**src/rtl/mem_unit_pkg.sv**
```systemverilog
// mem_unit_pkg: shared encodings for the memory responder.
//   mem_state_e : FSM state encoding (idle / wait / done), also used by the
//                 control unit's stall logic.
//   mem_op_e    : latched access type (read / write).
//   CntW        : width of the wait-state counter (supports 0..15 waits).
package mem_unit_pkg;

    localparam int unsigned CntW = 4;

    typedef enum logic [1:0] {
        StIdle = 2'd0,
        StWait = 2'd1,
        StDone = 2'd2
    } mem_state_e;

    typedef enum logic {
        OpRd = 1'b0,
        OpWr = 1'b1
    } mem_op_e;

endpackage

```
**src/rtl/mem_array.sv**
```systemverilog
// mem_array: 2**ADDR_W x DATA_W storage, synchronous write, combinational read.
// Ports:
//   clk   in  : write clock
//   we    in  : write enable, commits wdata to addr on the rising edge
//   addr  in  : shared read/write address
//   wdata in  : write data
//   rdata out : combinational read of addr
// Contents are not reset.
module mem_array #(
    parameter int unsigned ADDR_W = 8,
    parameter int unsigned DATA_W = 8
) (
    input  logic              clk,
    input  logic              we,
    input  logic [ADDR_W-1:0] addr,
    input  logic [DATA_W-1:0] wdata,
    output logic [DATA_W-1:0] rdata
);

    logic [DATA_W-1:0] mem [2**ADDR_W];

    always_ff @(posedge clk) begin
        if (we) begin
            mem[addr] <= wdata;
        end
    end

    assign rdata = mem[addr];

endmodule

```
**src/rtl/mem_unit.sv**
```systemverilog
// mem_unit: memory-side responder owning MAR, MBR and the RAM array.
// Accepts a read (MBR_we) or write (RAM_we) in idle, waits WAIT_CYCLES extra
// cycles, performs the array access, then pulses rdy for one cycle.
// Ports:
//   mem_clk / mem_rst : clock, synchronous active-high reset
//   MAR_we, addr_in   : load MAR (idle only)
//   MBR_we            : read request, MBR <= RAM[MAR]
//   RAM_we, data_in   : write request, RAM[MAR] <= data_in
//   mbr_out, mar_out  : MBR / MAR contents
//   busy              : high whenever the FSM is not idle
//   rdy               : one-cycle completion pulse
//   err               : write-protection violation pulse, coincident with rdy
// Optional feature: define MEM_WRPROT_EN to drop writes to addresses <= PROT_TOP
// and flag them on err. Without it every write commits and err stays 0.
module mem_unit
    import mem_unit_pkg::*;
#(
    parameter int unsigned       ADDR_W      = 8,
    parameter int unsigned       DATA_W      = 8,
    parameter int unsigned       WAIT_CYCLES = 1,
    parameter logic [ADDR_W-1:0] PROT_TOP    = 8'h3F
) (
    input  logic              mem_clk,
    input  logic              mem_rst,
    input  logic              MAR_we,
    input  logic [ADDR_W-1:0] addr_in,
    input  logic              MBR_we,
    input  logic              RAM_we,
    input  logic [DATA_W-1:0] data_in,
    output logic [DATA_W-1:0] mbr_out,
    output logic [ADDR_W-1:0] mar_out,
    output logic              busy,
    output logic              rdy,
    output logic              err
);

`ifdef MEM_WRPROT_EN
    localparam bit WrProtEn = 1'b1;
`else
    localparam bit WrProtEn = 1'b0;
`endif

    mem_state_e        state_q;
    mem_op_e           op_q;
    logic [CntW-1:0]   cnt_q;
    logic [ADDR_W-1:0] mar_q;
    logic [DATA_W-1:0] mbr_q;
    logic [DATA_W-1:0] wdata_q;
    logic              busy_q;
    logic              rdy_q;
    logic              err_q;

    logic              access_now;
    logic              wr_blocked;
    logic              arr_we;
    logic [DATA_W-1:0] arr_rdata;

    assign access_now = (state_q == StWait) && (cnt_q == '0);
    assign wr_blocked = WrProtEn && (mar_q <= PROT_TOP);
    // Gated by reset so an access aborted on its access edge never commits.
    assign arr_we     = access_now && (op_q == OpWr) && !wr_blocked && !mem_rst;

    mem_array #(
        .ADDR_W (ADDR_W),
        .DATA_W (DATA_W)
    ) u_array (
        .clk   (mem_clk),
        .we    (arr_we),
        .addr  (mar_q),
        .wdata (wdata_q),
        .rdata (arr_rdata)
    );

    always_ff @(posedge mem_clk) begin
        if (mem_rst) begin
            state_q <= StIdle;
            op_q    <= OpRd;
            cnt_q   <= '0;
            mar_q   <= '0;
            mbr_q   <= '0;
            wdata_q <= '0;
            busy_q  <= 1'b0;
            rdy_q   <= 1'b0;
            err_q   <= 1'b0;
        end else begin
            rdy_q <= 1'b0;
            err_q <= 1'b0;
            unique case (state_q)
                StIdle: begin
                    // MAR loads on the same edge a request is accepted, so the
                    // access sees the new address.
                    if (MAR_we) begin
                        mar_q <= addr_in;
                    end
                    if (MBR_we || RAM_we) begin
                        state_q <= StWait;
                        busy_q  <= 1'b1;
                        cnt_q   <= CntW'(WAIT_CYCLES);
                        op_q    <= MBR_we ? OpRd : OpWr;  // read wins when both
                        wdata_q <= data_in;
                    end
                end
                StWait: begin
                    if (cnt_q == '0) begin
                        if (op_q == OpRd) begin
                            mbr_q <= arr_rdata;
                        end else begin
                            err_q <= wr_blocked;
                        end
                        rdy_q   <= 1'b1;
                        state_q <= StDone;
                    end else begin
                        cnt_q <= cnt_q - 1'b1;
                    end
                end
                StDone: begin
                    state_q <= StIdle;
                    busy_q  <= 1'b0;
                end
                default: begin
                    state_q <= StIdle;
                    busy_q  <= 1'b0;
                end
            endcase
        end
    end

    assign mbr_out = mbr_q;
    assign mar_out = mar_q;
    assign busy    = busy_q;
    assign rdy     = rdy_q;
    assign err     = WrProtEn ? err_q : 1'b0;

endmodule

```
**config.mk**
```make
export PLATFORM = sky130hd
export DESIGN_NAME = mem_unit
export DESIGN_NICKNAME = d
export VERILOG_FILES = /design/src/rtl/mem_unit_pkg.sv /design/src/rtl/mem_array.sv /design/src/rtl/mem_unit.sv
export SDC_FILE = /design/constraint.sdc
export NUM_CORES = 2
export LEC_CHECK = 0
export CAP_MARGIN = 0
export CORE_MARGIN = 2
export CORE_UTILIZATION = 35
export CTS_CLUSTER_DIAMETER = 120
export DETAILED_ROUTE_END_ITERATION = 8
export GPL_ROUTABILITY_DRIVEN = 0
export PLACE_DENSITY = 0.61
export SYNTH_ARGS = -nofsm -noshare
export SYNTH_HDL_FRONTEND = slang
export SYNTH_SLANG_ARGS = --single-unit
export TNS_END_PERCENT = 100
```
**constraint.sdc**
```tcl
create_clock -name mem_clk -period 4.51 [get_ports mem_clk]
set_input_delay 0.6765 -clock mem_clk [delete_from_list [all_inputs] [get_ports mem_clk]]
set_output_delay 0.6765 -clock mem_clk [all_outputs]
set_load 0.02 [all_outputs]
```
==> flow_summary.json <==
{
  "post_cts_resized": 0,
  "fmax_mhz": 249.5,
  "via_count": 40580,
  "cts.reportedPaths.clkPinSlew_ns": 0.06,
  "fin_setup_tns_ns": 0,
  "crit_type": "reg2reg",
  "row_count": 176,
  "critPathRequiredTime_ns": 5.23,
  "end_kind": "flip-flop",
  "r2r_cells": 7,
  "skew_ns": 0.06098,
  "synthesis.area_sq_um": 80970,
  "whs_ns": 0.2538,
  "grt_use_total": 0.1773,
  "r2r-end": "mbr_out[1]$_SDFFE_PP0P_",
  "postCtsHoldBufs": 0,
  "drc": 0,
  "core-area_sq_um": 229900,
  "fp.dieH_um": 485.0,
  "min-delay-start": "mem_rst",
  "crit_path_max_incr_delay_ns": 1.12,
  "p_leak_nw": 28.24,
  "setup_viol": 0,
  "drive_gt1_frac": 0.2402,
  "synth_cells": 3924,
  "final_hold_viol_count": 0,
  "post_drt_via_cell_ratio": 5.492,
  "final_antenna_net_count": 0,
  "path_cells": "buf_4, mux4_2, o21ai_0, o21ai_0, o21ai_0, and3_1, a311oi_1",
  "drtIter0Drc": 5085,
  "synth_top_area_frac": 0.7595,
  "cts-root-buf": "clkbuf_16",
  "setup_slack_ns": 0.5015,
  "area_growth_pct": 14.67,
  "ys_ff_latch": 2081,
  "dieArea_sq_um": 235200,
  "numPortBuffers": 38,
  "die_w_um": 485.0,
  "maxCapViolations": 0,
  "grt_pass1_wl_um": 302400,
  "grt_max_degree": 201,
  "cts_tree": "built",
  "clk_path_buf_depth": 3,
  "ys_seq_area_frac": 0.7677,
  "max-vdd-ir-drop_mv": 0.4212,
  "crit_top_cell": "o21ai_0",
  "slew_viol_final": 0,
  "status": "finished clean",
  "nets": 4207,
  "first_global_vias": 40250,
  "dr.pass1.iters": 8,
  "boundaryPins": 40,
  "postCtsSetupBuffers": 0,
  "reg2reg_slack_ns": 0.50,
  "dp_cells": 7005,
  "cp-start-kind": "flip-flop",
  "yosysMostFrequentCell": "edfxtp_1",
  "numCtsBuffers": 204,
  "cp-startpoint": "mar_out[1]$_SDFFE_PP0P_",
  "synth_area_per_cell_sq_um": 20.63,
  "cpMaxStageDelayCell": "dfxtp_4",
  "initial_core_util": 0.3522,
  "async_reset_ff_frac": 0,
  "place_ws_ns": 0.5683,
  "wl_per_cell_um": 28.73,
  "powerDensity_nw_per_um2": 451.1,
  "hpwl_um": 129300,
  "synth_cell_type_count": 61,
  "rsz0062_at_grt": "no",
  "synth_top_cells_by_area": "edfxtp_1, mux4_2, mux2i_1, nor2_1, dfxtp_1",
  "antenna_found_initial": 4,
  "tightest_slew_ns": 1.221,
  "post-route-min-period_ns": 4.009,
  "synth_area_leader_cell": "edfxtp_1",
  "wl_um": 212200,
  "cts_sinks": 2081,
  "worst_ep_arrival_time_ns": 4.73,
  "r2r-start": "mar_out[1]$_SDFFE_PP0P_",
  "finalCritPeriodShare": 0.8888,
  "synth_nets": 3946,
  "max-slew-margin-rel": 0.1831,
  "synth_edf_count": 2048,
  "hold_class": "in2reg",
  "min_path_cells": 2,
  "clock_latency_ns": 0.86,
  "synth_top_flop_cell": "edfxtp_1",
  "grt-ovfl-total": 0,
  "fin_cells": 7388,
  "synth.top_cells.by_count": "edfxtp_1, mux4_2, nor2_1",
  "path_max_fanout": 41,
  "cts.htree.levels": 4,
  "ys.warnings.count": 0,
  "hold_end": "rdy$_SDFF_PP0_"
}
[cell usage in the layout (no fill, tap or decap), types with 9 or more instances in the layout]
cell | netlist | routed
mux2_2 | 17 | 17
a22oi_1 | 62 | 62
edfxtp_1 | 2048 | 2048
o22a_1 | 9 | 9
nand4_1 | 16 | 16
nor2_1 | 311 | 309
clkinv_2 | 0 | 41
a31oi_1 | 18 | 18
a221oi_1 | 13 | 13
bufinv_16 | 0 | 15
nand3_1 | 45 | 45
nand2b_1 | 14 | 13
o21ai_0 | 42 | 42
a211oi_1 | 9 | 9
nor2b_1 | 15 | 13
buf_4 | 43 | 223
clkinv_1 | 0 | 36
buf_12 | 3 | 36
nor3_1 | 20 | 19
o211ai_1 | 21 | 21
mux4_1 | 16 | 16
nand2_1 | 139 | 130
a22o_1 | 15 | 15
dfxtp_1 | 33 | 19
mux4_2 | 447 | 447
o22ai_1 | 43 | 43
clkbuf_1 | 73 | 56
mux2i_1 | 214 | 214
a21oi_1 | 47 | 47
nand2_2 | 0 | 9
dfxtp_4 | 0 | 12
clkbuf_16 | 0 | 205
clkdlybuf4s50_1 | 0 | 37
[power by group]
group          internal, W  switching [W]
logic              0.00118        0.00211
registers           0.0216       0.000273
clock network      0.00938        0.00732
[stage by stage]
stage          total power [W]  cell area (sq um)    util
6_report               0.04189              92850  0.4039
5_1_grt                0.04298              92850  0.4039
4_1_cts                0.04209              92840  0.4038
3_5_place_dp           0.02560              86300  0.3754
3_3_place_gp           0.02556              86300  0.3754
2_1_floorplan          0.02425              80970       -
[worst max-delay path by stage]
| stage | end | slack (ns) | cells past startpoint |
|---|---|---|---|
| 5_1_grt | mbr_out[1]$_SDFFE_PP0P_ | 0.51 | 7 |
| 2_1_floorplan | u_array.mem[0][0]$_DFFE_PP_ | 0.26 | 0 |
| 6_report | mbr_out[1]$_SDFFE_PP0P_ | 0.50 | 7 |
| 3_3_place_gp | mbr_out[1]$_SDFFE_PP0P_ | 0.62 | 7 |
| 4_1_cts | mbr_out[1]$_SDFFE_PP0P_ | 0.54 | 7 |
| 3_5_place_dp | mbr_out[1]$_SDFFE_PP0P_ | 0.57 | 7 |
[area by class of cell]
cell class | count | area [sq um]
clock inverter | 111 | 1102
tap | 3026 | 3786
inverter | 8 | 30.03
fill | 20200 | 137000
antenna | 4 | 10.01
clock buffer | 268 | 5436
sequential | 2081 | 62210
multi-input combinational | 1593 | 17510
timing repair buffer | 297 | 2770
[sequential cells by signal, summed over array words and instances, names as in the netlist]
register / flops
busy: 1
mbr_out: 8
state_q: 2
mar_out: 8
cnt_q: 4
u_array.mem: 2048
op_q: 1
wdata_q: 8
rdy: 1
[logic make-up after synthesis]
group                      share of synthesized area
DFF                                           0.7677
adders and majority gates                  0.0001545
AOI/OAI and AO/OA                            0.02638
and+or+nand+nor                              0.03035
other                                     0.00004631
buffers and inverters                        0.01684
muxes                                         0.1583
xor gates and xnor gates                   0.0002164
[per-layer routing]
metal  track usage  share of wire  routed length (um)
met1        0.2508           0.42               88460
met2        0.2792           0.47              100500
met3       0.03462          0.083               17610
met4       0.05009          0.027                5713
met5             0              0                   0
[critical path: cells and delay by family, from the launching register on]
| family | cells | cell delay [ns] |
|---|---|---|
| simple gates | 1 | 0.43 |
| flops | 1 | 1.12 |
| buf+inv | 1 | 0.39 |
| mux | 1 | 0.58 |
| compound gates | 4 | 1.29 |
(Power assumes the default switching activity.)
